`src/rtl/soin_pkg.sv`:
```
// rtl/soin_pkg.sv - shared types and sizes for the operand fetch slice
// Purpose: word/register widths, the register-number and data types, and the
//          ID/EX payload layout shared by the stage, its scoreboard and interface.
// Ports:   none (package).
package soin_pkg;

   localparam int WORD_SIZE = 32;
   localparam int NUM_REGS  = 32;
   localparam int REG_W     = $clog2(NUM_REGS);

   typedef logic [WORD_SIZE-1:0] data_t;
   typedef logic [REG_W-1:0]     reg_t;

   // Contents of the ID/EX register handed to the execute stage.
   typedef struct packed {
      data_t op1;
      data_t op2;
      reg_t  rd;
      logic  wen;
      data_t pc;
   } idex_t;

endpackage

```
`src/rtl/operand_fetch_stage_if.sv`:
```
// rtl/operand_fetch_stage_if.sv - bundle of all operand fetch stage bus signals
// Purpose: groups the upstream handshake, register-file read port, writeback
//          bypass, flush and downstream ID/EX handshake into one interface.
// Ports:   none; modport slave is the stage's view, master the driver's view.
interface operand_fetch_stage_if;
   import soin_pkg::*;

   // upstream instruction
   logic  i_valid;
   logic  o_ready;
   reg_t  i_rs1;
   reg_t  i_rs2;
   reg_t  i_rd;
   logic  i_wen;
   data_t i_pc;
   // register file read port
   reg_t  o_Rnum1;
   reg_t  o_Rnum2;
   data_t i_Rd1;
   data_t i_Rd2;
   // writeback (also drives the register file)
   logic  i_wb_en;
   reg_t  i_wb_num;
   data_t i_wb_data;
   // squash
   logic  i_flush;
   // downstream ID/EX register
   logic  o_valid;
   logic  i_ready;
   data_t o_op1;
   data_t o_op2;
   reg_t  o_rd;
   logic  o_wen;
   data_t o_pc;

   modport slave (
      input  i_valid, i_rs1, i_rs2, i_rd, i_wen, i_pc,
      input  i_Rd1, i_Rd2,
      input  i_wb_en, i_wb_num, i_wb_data,
      input  i_flush, i_ready,
      output o_ready, o_Rnum1, o_Rnum2,
      output o_valid, o_op1, o_op2, o_rd, o_wen, o_pc
   );

   modport master (
      output i_valid, i_rs1, i_rs2, i_rd, i_wen, i_pc,
      output i_Rd1, i_Rd2,
      output i_wb_en, i_wb_num, i_wb_data,
      output i_flush, i_ready,
      input  o_ready, o_Rnum1, o_Rnum2,
      input  o_valid, o_op1, o_op2, o_rd, o_wen, o_pc
   );

endinterface

```
`src/rtl/operand_fetch_stage_scoreboard.sv`:
```
// rtl/operand_fetch_stage_scoreboard.sv - pending-write register scoreboard
// Purpose: one pending bit per architectural register, set when a writer issues
//          and cleared on its writeback. x0 is never marked pending.
// Ports:   i_clk, i_rstn (async active-low); i_set_en/i_set_num set a bit;
//          i_clr_en/i_clr_num clear a bit; i_q_rs1/i_q_rs2/i_q_rd are
//          combinational queries answered on o_p_rs1/o_p_rs2/o_p_rd.
module reg_scoreboard
   import soin_pkg::*;
(
   input  logic i_clk,
   input  logic i_rstn,
   input  logic i_set_en,
   input  reg_t i_set_num,
   input  logic i_clr_en,
   input  reg_t i_clr_num,
   input  reg_t i_q_rs1,
   input  reg_t i_q_rs2,
   input  reg_t i_q_rd,
   output logic o_p_rs1,
   output logic o_p_rs2,
   output logic o_p_rd
);

   logic [NUM_REGS-1:0] pending_q;
   logic [NUM_REGS-1:0] pending_d;

   // Set is applied after clear so a register that issues and writes back in
   // the same cycle stays pending for the newer writer.
   always_comb begin
      pending_d = pending_q;
      if (i_clr_en && (i_clr_num != '0)) begin
         pending_d[i_clr_num] = 1'b0;
      end
      if (i_set_en && (i_set_num != '0)) begin
         pending_d[i_set_num] = 1'b1;
      end
   end

   always_ff @(posedge i_clk or negedge i_rstn) begin
      if (!i_rstn) begin
         pending_q <= '0;
      end else begin
         pending_q <= pending_d;
      end
   end

   assign o_p_rs1 = pending_q[i_q_rs1];
   assign o_p_rs2 = pending_q[i_q_rs2];
   assign o_p_rd  = pending_q[i_q_rd];

endmodule

```
`src/rtl/operand_fetch_stage.sv`:
```
// rtl/operand_fetch_stage.sv - decode/operand fetch stage with hazard stall and bypass
// Purpose: drives the register-file read addresses, forwards same-cycle writeback
//          data, stalls on RAW/WAW hazards against in-flight writers, and loads a
//          one-entry ID/EX register under a valid/ready handshake.
// Ports:   i_clk, i_rstn (async active-low); bus (operand_fetch_stage_if.slave):
//          upstream i_valid/o_ready + rs1/rs2/rd/wen/pc, register-file
//          o_Rnum*/i_Rd*, writeback i_wb_*, i_flush, downstream o_valid/i_ready
//          + op1/op2/rd/wen/pc.
module operand_fetch_stage
   import soin_pkg::*;
#(
   parameter bit WB_BYPASS_EN = 1'b1
) (
   input  logic                    i_clk,
   input  logic                    i_rstn,
   operand_fetch_stage_if.slave    bus
);

   idex_t idex_q, idex_d;
   logic  valid_q, valid_d;

   logic  issue;
   logic  p_rs1, p_rs2, p_rd;
   logic  wb_hit1, wb_hit2;
   logic  hz1, hz2, hz_waw, hazard;
   logic  ready;
   logic  load;
   data_t op1, op2;

   assign issue = valid_q & bus.i_ready;

   reg_scoreboard u_sb (
      .i_clk     (i_clk),
      .i_rstn    (i_rstn),
      .i_set_en  (issue & idex_q.wen),
      .i_set_num (idex_q.rd),
      .i_clr_en  (bus.i_wb_en),
      .i_clr_num (bus.i_wb_num),
      .i_q_rs1   (bus.i_rs1),
      .i_q_rs2   (bus.i_rs2),
      .i_q_rd    (bus.i_rd),
      .o_p_rs1   (p_rs1),
      .o_p_rs2   (p_rs2),
      .o_p_rd    (p_rd)
   );

   // With bypass disabled a same-cycle writeback does not resolve the pending
   // bit; the bit clears at the edge and the register file serves it next cycle.
   assign wb_hit1 = WB_BYPASS_EN && bus.i_wb_en && (bus.i_wb_num == bus.i_rs1);
   assign wb_hit2 = WB_BYPASS_EN && bus.i_wb_en && (bus.i_wb_num == bus.i_rs2);

   // A writer stuck in ID/EX (not issuing) has not yet marked its rd pending,
   // so it is checked directly.
   assign hz1 = (bus.i_rs1 != '0) &&
                ((p_rs1 && !wb_hit1) ||
                 (valid_q && idex_q.wen && (idex_q.rd == bus.i_rs1) && !bus.i_ready));
   assign hz2 = (bus.i_rs2 != '0) &&
                ((p_rs2 && !wb_hit2) ||
                 (valid_q && idex_q.wen && (idex_q.rd == bus.i_rs2) && !bus.i_ready));
   // WAW ignores the bypass: the older writeback must retire before a new writer
   // to the same register may enter.
   assign hz_waw = bus.i_wen && (bus.i_rd != '0) &&
                   (p_rd || (valid_q && idex_q.wen && (idex_q.rd == bus.i_rd)));
   assign hazard = hz1 || hz2 || hz_waw;

   assign ready = (!valid_q || bus.i_ready) && !hazard && !bus.i_flush;
   assign load  = bus.i_valid && ready;

   always_comb begin
      op1 = '0;
      if (bus.i_rs1 != '0) begin
         op1 = wb_hit1 ? bus.i_wb_data : bus.i_Rd1;
      end
      op2 = '0;
      if (bus.i_rs2 != '0) begin
         op2 = wb_hit2 ? bus.i_wb_data : bus.i_Rd2;
      end
   end

   // Payload only changes on load, so it is stable while o_valid & !i_ready.
   always_comb begin
      valid_d = valid_q;
      idex_d  = idex_q;
      if (bus.i_flush) begin
         valid_d = 1'b0;
      end else if (load) begin
         valid_d     = 1'b1;
         idex_d.op1  = op1;
         idex_d.op2  = op2;
         idex_d.rd   = bus.i_rd;
         idex_d.wen  = bus.i_wen && (bus.i_rd != '0);
         idex_d.pc   = bus.i_pc;
      end else if (issue) begin
         valid_d = 1'b0;
      end
   end

   always_ff @(posedge i_clk or negedge i_rstn) begin
      if (!i_rstn) begin
         valid_q <= 1'b0;
         idex_q  <= '0;
      end else begin
         valid_q <= valid_d;
         idex_q  <= idex_d;
      end
   end

   assign bus.o_ready = ready;
   assign bus.o_Rnum1 = bus.i_rs1;
   assign bus.o_Rnum2 = bus.i_rs2;
   assign bus.o_valid = valid_q;
   assign bus.o_op1   = idex_q.op1;
   assign bus.o_op2   = idex_q.op2;
   assign bus.o_rd    = idex_q.rd;
   assign bus.o_wen   = idex_q.wen;
   assign bus.o_pc    = idex_q.pc;

endmodule

```
`src/flat_wrapper.sv`:
```
// flat-port wrapper written by rule: the top's interface ports become plain ports
module operand_fetch_stage_flat import soin_pkg::*;
#(
   parameter bit WB_BYPASS_EN = 1'b1
)
  (i_clk, i_rstn, bus_i_valid, bus_i_rs1, bus_i_rs2, bus_i_rd, bus_i_wen, bus_i_pc, bus_i_Rd1, bus_i_Rd2, bus_i_wb_en, bus_i_wb_num, bus_i_wb_data, bus_i_flush, bus_i_ready, bus_o_ready, bus_o_Rnum1, bus_o_Rnum2, bus_o_valid, bus_o_op1, bus_o_op2, bus_o_rd, bus_o_wen, bus_o_pc);
  operand_fetch_stage_if bus_i ();
  input  logic i_clk;
  input  logic i_rstn;
  input wire logic [$bits(bus_i.i_valid)-1:0] bus_i_valid;
  input wire logic [$bits(bus_i.i_rs1)-1:0] bus_i_rs1;
  input wire logic [$bits(bus_i.i_rs2)-1:0] bus_i_rs2;
  input wire logic [$bits(bus_i.i_rd)-1:0] bus_i_rd;
  input wire logic [$bits(bus_i.i_wen)-1:0] bus_i_wen;
  input wire logic [$bits(bus_i.i_pc)-1:0] bus_i_pc;
  input wire logic [$bits(bus_i.i_Rd1)-1:0] bus_i_Rd1;
  input wire logic [$bits(bus_i.i_Rd2)-1:0] bus_i_Rd2;
  input wire logic [$bits(bus_i.i_wb_en)-1:0] bus_i_wb_en;
  input wire logic [$bits(bus_i.i_wb_num)-1:0] bus_i_wb_num;
  input wire logic [$bits(bus_i.i_wb_data)-1:0] bus_i_wb_data;
  input wire logic [$bits(bus_i.i_flush)-1:0] bus_i_flush;
  input wire logic [$bits(bus_i.i_ready)-1:0] bus_i_ready;
  output wire logic [$bits(bus_i.o_ready)-1:0] bus_o_ready;
  output wire logic [$bits(bus_i.o_Rnum1)-1:0] bus_o_Rnum1;
  output wire logic [$bits(bus_i.o_Rnum2)-1:0] bus_o_Rnum2;
  output wire logic [$bits(bus_i.o_valid)-1:0] bus_o_valid;
  output wire logic [$bits(bus_i.o_op1)-1:0] bus_o_op1;
  output wire logic [$bits(bus_i.o_op2)-1:0] bus_o_op2;
  output wire logic [$bits(bus_i.o_rd)-1:0] bus_o_rd;
  output wire logic [$bits(bus_i.o_wen)-1:0] bus_o_wen;
  output wire logic [$bits(bus_i.o_pc)-1:0] bus_o_pc;
  assign bus_i.i_valid = bus_i_valid;
  assign bus_i.i_rs1 = bus_i_rs1;
  assign bus_i.i_rs2 = bus_i_rs2;
  assign bus_i.i_rd = bus_i_rd;
  assign bus_i.i_wen = bus_i_wen;
  assign bus_i.i_pc = bus_i_pc;
  assign bus_i.i_Rd1 = bus_i_Rd1;
  assign bus_i.i_Rd2 = bus_i_Rd2;
  assign bus_i.i_wb_en = bus_i_wb_en;
  assign bus_i.i_wb_num = bus_i_wb_num;
  assign bus_i.i_wb_data = bus_i_wb_data;
  assign bus_i.i_flush = bus_i_flush;
  assign bus_i.i_ready = bus_i_ready;
  assign bus_o_ready = bus_i.o_ready;
  assign bus_o_Rnum1 = bus_i.o_Rnum1;
  assign bus_o_Rnum2 = bus_i.o_Rnum2;
  assign bus_o_valid = bus_i.o_valid;
  assign bus_o_op1 = bus_i.o_op1;
  assign bus_o_op2 = bus_i.o_op2;
  assign bus_o_rd = bus_i.o_rd;
  assign bus_o_wen = bus_i.o_wen;
  assign bus_o_pc = bus_i.o_pc;
  operand_fetch_stage #(.WB_BYPASS_EN(WB_BYPASS_EN)) u_core (.i_clk(i_clk), .i_rstn(i_rstn), .bus(bus_i));
endmodule
```
`config.mk`:
```
export PLATFORM = sky130hd
export DESIGN_NAME = operand_fetch_stage_flat
export DESIGN_NICKNAME = d
export VERILOG_FILES = /design/src/rtl/soin_pkg.sv /design/src/rtl/operand_fetch_stage_if.sv /design/src/rtl/operand_fetch_stage_scoreboard.sv /design/src/rtl/operand_fetch_stage.sv /design/src/flat_wrapper.sv
export SDC_FILE = /design/constraint.sdc
export NUM_CORES = 1
export LEC_CHECK = 0
export CAP_MARGIN = 0
export CORE_ASPECT_RATIO = 0.8
export CORE_UTILIZATION = 40
export DETAILED_ROUTE_END_ITERATION = 10
export GPL_TIMING_DRIVEN = 0
export PLACE_DENSITY = 0.71
export SETUP_SLACK_MARGIN = 0.15
export SLEW_MARGIN = 20
export SYNTH_ARGS = -nofsm -noshare
export SYNTH_HDL_FRONTEND = slang
export SYNTH_SLANG_ARGS = --single-unit
```
`constraint.sdc`:
```
create_clock -name i_clk -period 7.1 [get_ports i_clk]
set_input_delay 1.775 -clock i_clk [delete_from_list [all_inputs] [get_ports i_clk]]
set_output_delay 1.775 -clock i_clk [all_outputs]
set_load 0.005 [all_outputs]
```
==> flow_summary.ini, run 1 <==
[status]
status = finished, violations left
failed_checks = DRC

[worst_setup_path]
crit_path_max_incr_delay_ns = 0.82
cp_max_fo = 8
cp_slowest_cell = nor3_1
critPathMostFrequentCell = clkdlybuf4s50_1
cp-end-kind = output port
cp_data_arrival_time_ns = 4.73
crit_family = simple AND/OR/NAND/NOR gates
worst-setup-path-type = in2out
crit_chain = clkdlybuf4s50_1, or3_1, nor3_1, o41ai_1, nor3b_1, clkdlybuf4s50_1
startpoint_type = input port
required_ns = 5.33
path_buf_inv = 2

[synthesis]
netlist_area_sq_um = 7237
yosysSeqAreaShare = 0.4668
synthCells = 608
synth_warnings = 0
synthesis.nets = 763
avgSynthCellArea_sq_um = 11.90
synthDistinctLibCells = 40
ys_ff_latch = 135

[drt]
routedWlPerCell_microns = 19.87
vias = 6140
viasPerCell = 5.448
totalWireLength_microns = 22390
first_pass_iters = 9
first_iter_violations = 554
remaining_drc_errors = 21
ant_nets = 0

[global_route]
overflow = 0
grt_first_pass_wirelength_microns = 34890
grt_usage = 0.2453
grt_pass1_vias = 6432
antenna_found_initial = 0
grt_start_max_net_pins = 90

[floorplanning]
core_sq_um = 17540
rows = 43
ioPinCount = 269
die_area_sq_um = 18640
die_w_microns = 152.4
die_h_microns = 122.3
start_util = 0.4126

[placed_design]
io_buffers = 261
hpwl_microns = 16840
pre_cts_slack_ns = 0.5772
gp_congestion = 0.9064
place_area_sq_um = 10160

[timing]
fin_setup_tns_ns = 0
worst_pin_slew_ns = 1.054
min_period_ns = 6.503
slew_viol_final = 0
fmax_mhz = 153.8
holdWs_ns = 0.4831
rsz0062_at_grt = false
hold_violations = 0
setup_violations = 0
fin_ws_ns = 0.5968
max-slew-margin-rel = 0.2919
finalCritPeriodShare = 0.9159
skew_ns = 0.008460

[cells_and_area]
layout_common_cells = clkdlybuf4s50_1, dfrtp_1, mux2_1
n_antenna_cell = 0
finalNetCount = 1044
final_common_cell = clkdlybuf4s50_1
final_area_sq_um = 10810
drive_above_1_share = 0.09534
area_growth_pct = 49.43

[clocking]
cts_tree = yes
clkTransAtPathRegs_ns = 0.06
clk_path_buf_depth = 2
cts_resized = 0
postCtsHoldBufs = 0
cts_sinks = 135
post_cts_buffers = 0
htreeDepth = 4
clk-insertion-delay-late_ns = 0.41
cts_root_buf = clkbuf_16
cts_buffers = 17

[pwr]
power_leakage_uw = 0.004269
ir_drop_v = 0.0002241
power.density_nw_per_um2 = 280.2
finalPower_uw = 3030

[job]
maxCapViolCount = 0

[min_path]
min_path_type = reg2reg
## layer usage
| layer | routed length [microns] | vias to the layer above | GRT usage |
|---|---|---|---|
| met5 | 0 | - | 0 |
| met4 | 315 | 0 | 0.08737 |
| met3 | 2388 | 24 | 0.08439 |
| met2 | 10540 | 331 | 0.3920 |
| met1 | 9144 | 3019 | 0.3112 |
| li1 | - | 2766 | - |
## Yosys cell counts
cell type / instances / area share
nor3b_2: 1 / 0.0017
mux4_2: 22 / 0.068
buf_1: 3 / 0.0016
buf_4: 11 / 0.011
a31o_1: 1 / 0.0012
dfrtp_1: 135 / 0.47
mux2_1: 101 / 0.16
nand3_1: 8 / 0.0055
a22oi_1: 2 / 0.0021
or3_1: 3 / 0.0026
nand3b_1: 9 / 0.0093
o221ai_1: 2 / 0.0024
nor2b_1: 5 / 0.0043
a2111oi_0: 1 / 0.0012
o32ai_1: 2 / 0.0024
nor2_1: 74 / 0.038
or4_1: 1 / 0.0010
a211oi_1: 1 / 0.0010
and3_1: 3 / 0.0026
a22o_1: 1 / 0.0012
o21ai_0: 65 / 0.045
or3b_1: 1 / 0.0012
o41ai_1: 2 / 0.0024
xor2_1: 4 / 0.0048
or3b_2: 3 / 0.0036
xnor2_1: 11 / 0.013
a21oi_1: 3 / 0.0021
inv_1: 4 / 0.0021
nor3_1: 1 / 0.00069
buf_2: 7 / 0.0048
buf_6: 7 / 0.011
clkbuf_1: 21 / 0.011
mux2i_1: 71 / 0.098
nor3b_1: 1 / 0.0010
nand2_1: 11 / 0.0057
and3b_1: 2 / 0.0024
mux2_2: 2 / 0.0031
o22ai_1: 2 / 0.0017
nor4_1: 2 / 0.0017
nand4_1: 2 / 0.0017
## worst register-to-register path, stage by stage, from the launching register on
cell,delay [ns]
dfrtp_1,0.41
mux4_2,0.49
mux2_2,0.28
a2111oi_0,0.40
o41ai_1,0.17
nor3b_2,0.42
buf_4,0.34
buf_6,0.21
mux2_1,0.36
## power breakdown
| group | switching [uW] | internal [uW] |
|---|---|---|
| combinational | 337 | 594 |
| clock | 345 | 628 |
| sequential | 138 | 988 |
## sequential cells by signal, indices dropped and copies added (netlist names)
name                   cells
u_core.bus.o_op1          32
u_core.bus.o_op2          32
u_core.bus.o_pc           32
u_core.u_sb.pending_q     32
u_core.bus.o_rd            5
u_core.bus.o_valid         1
u_core.bus.o_wen           1
## final timing paths
path,endpoint,start,slack (ns),depth (start not counted)
hold reg to reg,u_core.bus.o_op2[4],u_core.bus.o_op2[4],0.48,1
hold / removal,u_core.bus.o_op2[4],u_core.bus.o_op2[4],0.48,1
max in group asynchronous,u_core.bus.o_op2[24],i_rstn,5.07,2
setup / recovery,bus_o_ready,bus_i_rs1[3],0.60,6
min in group asynchronous,u_core.u_sb.pending_q[29],i_rstn,1.26,1
setup reg to reg,u_core.bus.o_op1[9],u_core.u_sb.pending_q[15],3.91,8
## through the flow
stage,utilization,std cells
2_1_floorplan,-,608
3_3_place_gp,0.5776,1094
3_5_place_dp,0.5795,1095
4_1_cts,0.6166,1127
5_1_grt,0.6166,1127
6_report,0.6166,1127
## area by class of cell
class	count	area, sq um
plain buffers	49	286.5
clock buffers	18	429.2
clock inverters	14	221.5
fillers	1425	6725
inverters	4	15.01
multi-input cells	420	3557
flip-flops and latches	135	3378
well taps	225	281.5
repair buffers	262	2645
## cell families (layout without fill, tap and decap cells)
| group | Yosys count | in the layout | share of synthesized area |
|---|---|---|---|
| XOR/XNOR | 15 | 15 | 0.01815 |
| AO/OA/AOI/OAI | 82 | 82 | 0.06276 |
| buffers and inverters | 53 | 347 | 0.04167 |
| multiplexers | 196 | 196 | 0.3269 |
| AND/OR/NAND/NOR | 127 | 127 | 0.08368 |
| flip-flops | 135 | 135 | 0.4668 |
(Power assumes the default switching activity.)
==> run 2: changes to the inputs <==
--- a/config.mk
+++ b/config.mk
@@ -5,11 +5,10 @@
 export SDC_FILE = /design/constraint.sdc
 export NUM_CORES = 1
 export LEC_CHECK = 0
-export CAP_MARGIN = 0
 export CORE_ASPECT_RATIO = 0.8
 export CORE_UTILIZATION = 40
 export DETAILED_ROUTE_END_ITERATION = 10
-export GPL_TIMING_DRIVEN = 0
+export GPL_TIMING_DRIVEN = 1
 export PLACE_DENSITY = 0.71
 export SETUP_SLACK_MARGIN = 0.15
 export SLEW_MARGIN = 20
==> run 2 against run 1 <==
Against the previous run:
- the run still ends with DRC left
- global-route usage is 0.72 points lower
- design area is 2.0% lower
- total power is 3.1% lower
- worst hold slack better by 0.0014 ns
- highest routed layer unchanged
- flip-flop and latch count stayed put
- combinational power is 4.1% lower
- count of clock-buffer cells in the layout is 1 lower
- utilization is 1.2 points lower
- critical path type unchanged
- register-to-register slack worse by 0.14 ns
- critical path depth stayed put
==> flow_summary.ini, run 2 (synthesized netlist as in run 1, its figures left out) <==
[pwr]
power.density_nw_per_um2 = 277.2
ir_drop_v = 0.0001973
power_leakage_uw = 0.004147

[clocking]
cts_buffers = 17
cts_tree = yes
clkTransAtPathRegs_ns = 0.06
clk_path_buf_depth = 2
cts_sinks = 135
clk-insertion-delay-late_ns = 0.42
post_cts_buffers = 0
cts_root_buf = clkbuf_16
postCtsHoldBufs = 0
cts_resized = 0
htreeDepth = 4

[worst_setup_path]
cp_data_arrival_time_ns = 4.73
cp_max_fo = 11
required_ns = 5.33
cp_slowest_cell = clkdlybuf4s50_1
crit_path_max_incr_delay_ns = 0.88
worst-setup-path-type = in2out
crit_chain = clkdlybuf4s50_1, mux4_2, a22o_1, o32ai_1, nor3b_1, clkdlybuf4s50_1
critPathMostFrequentCell = clkdlybuf4s50_1
startpoint_type = input port
cp-end-kind = output port

[timing]
fin_setup_tns_ns = 0
fin_ws_ns = 0.5979
skew_ns = 0.01237
worst_pin_slew_ns = 0.7617
rsz0062_at_grt = false
max-slew-margin-rel = 0.4922
fmax_mhz = 153.8
slew_viol_final = 0
setup_violations = 0
finalCritPeriodShare = 0.9158
hold_violations = 0
min_period_ns = 6.502

[global_route]
grt_pass1_vias = 6279
grt_first_pass_wirelength_microns = 34290
grt_start_max_net_pins = 82
grt_usage = 0.2382
overflow = 0
antenna_found_initial = 0

[floorplanning]
die_h_microns = 122.3
start_util = 0.4126
core_sq_um = 17540
rows = 43
die_w_microns = 152.4
die_area_sq_um = 18640
ioPinCount = 269

[cells_and_area]
final_area_sq_um = 10600
final_util = 0.6041
area_growth_pct = 46.40
finalNetCount = 1010
drive_above_1_share = 0.08420
layout_common_cells = clkdlybuf4s50_1, dfrtp_1, mux2_1
n_antenna_cell = 0
final_common_cell = clkdlybuf4s50_1

[status]
status = finished, violations left
failed_checks = DRC

[drt]
first_pass_iters = 9
ant_nets = 0
routedWlPerCell_microns = 19.83
remaining_drc_errors = 20
vias = 5986
totalWireLength_microns = 21650
first_iter_violations = 403
viasPerCell = 5.482

[job]
maxCapViolCount = 0

[placed_design]
io_buffers = 268
gp_congestion = 0.9069
place_area_sq_um = 10010
hpwl_microns = 15990
pre_cts_slack_ns = 0.5999

[min_path]
min_path_type = reg2reg
run 2: cell count changes in the layout (fill, tap and decap cells not counted), moves of 2 or more:
| cell | delta |
|---|---|
| inv_6 | +2 |
| buf_1 | -3 |
| buf_4 | -2 |
| buf_2 | -7 |
| clkdlybuf4s50_1 | +7 |
| bufinv_16 | -3 |
| clkbuf_1 | -22 |
| buf_6 | -6 |
run 2: layer usage:
metal  global-route usage  share of wire
met1               0.2989           0.42
met2               0.3799           0.46
met3              0.08263           0.10
met4              0.09375          0.023
met5                    0              0
run 2: layout make-up:
class	count	area, sq um
flip-flops and latches	135	3378
clock inverters	14	163.9
clock buffers	17	425.4
repair buffers	277	2751
well taps	225	281.5
inverters	4	15.01
fillers	1455	6944
multi-input cells	420	3580
run 2: report_power, final:
group	internal (uW)	leakage, uW	switching, uW
registers	987	0.00165	176
logic	584	0.00222	309
clock network	525	0.000280	356
total	2100	0.00415	841
run 2: per-stage QoR:
step	hold slack, ns	total power, uW	cells
floorplan	0.4618	1446	608
global placement	0.4657	2047	1061
detailed placement	0.4737	2068	1061
CTS	0.4891	2970	1092
global route	0.5043	3090	1092
finish	0.4845	2937	1092
run 2: worst max-delay path, delay by kind of cell:
family                 cells  cell delay, ns
buffers and inverters      2            1.42
AOI/OAI and AO/OA          2            0.67
muxes                      1            0.59
and+or+nand+nor            1            0.27
run 2: path summary, 6_finish.rpt:
check | slack, ns | end | from | cells after the start
setup / recovery | 0.60 | bus_o_ready | bus_i_rd[0] | 6
hold / removal | 0.48 | u_core.bus.o_op1[23] | u_core.bus.o_op1[23] | 1
setup reg to reg | 3.77 | u_core.bus.o_op1[2] | u_core.u_sb.pending_q[15] | 7
hold reg to reg | 0.48 | u_core.bus.o_op1[23] | u_core.bus.o_op1[23] | 1
max in group asynchronous | 4.46 | u_core.u_sb.pending_q[10] | i_rstn | 2
min in group asynchronous | 1.37 | u_core.bus.o_rd[2] | i_rstn | 1
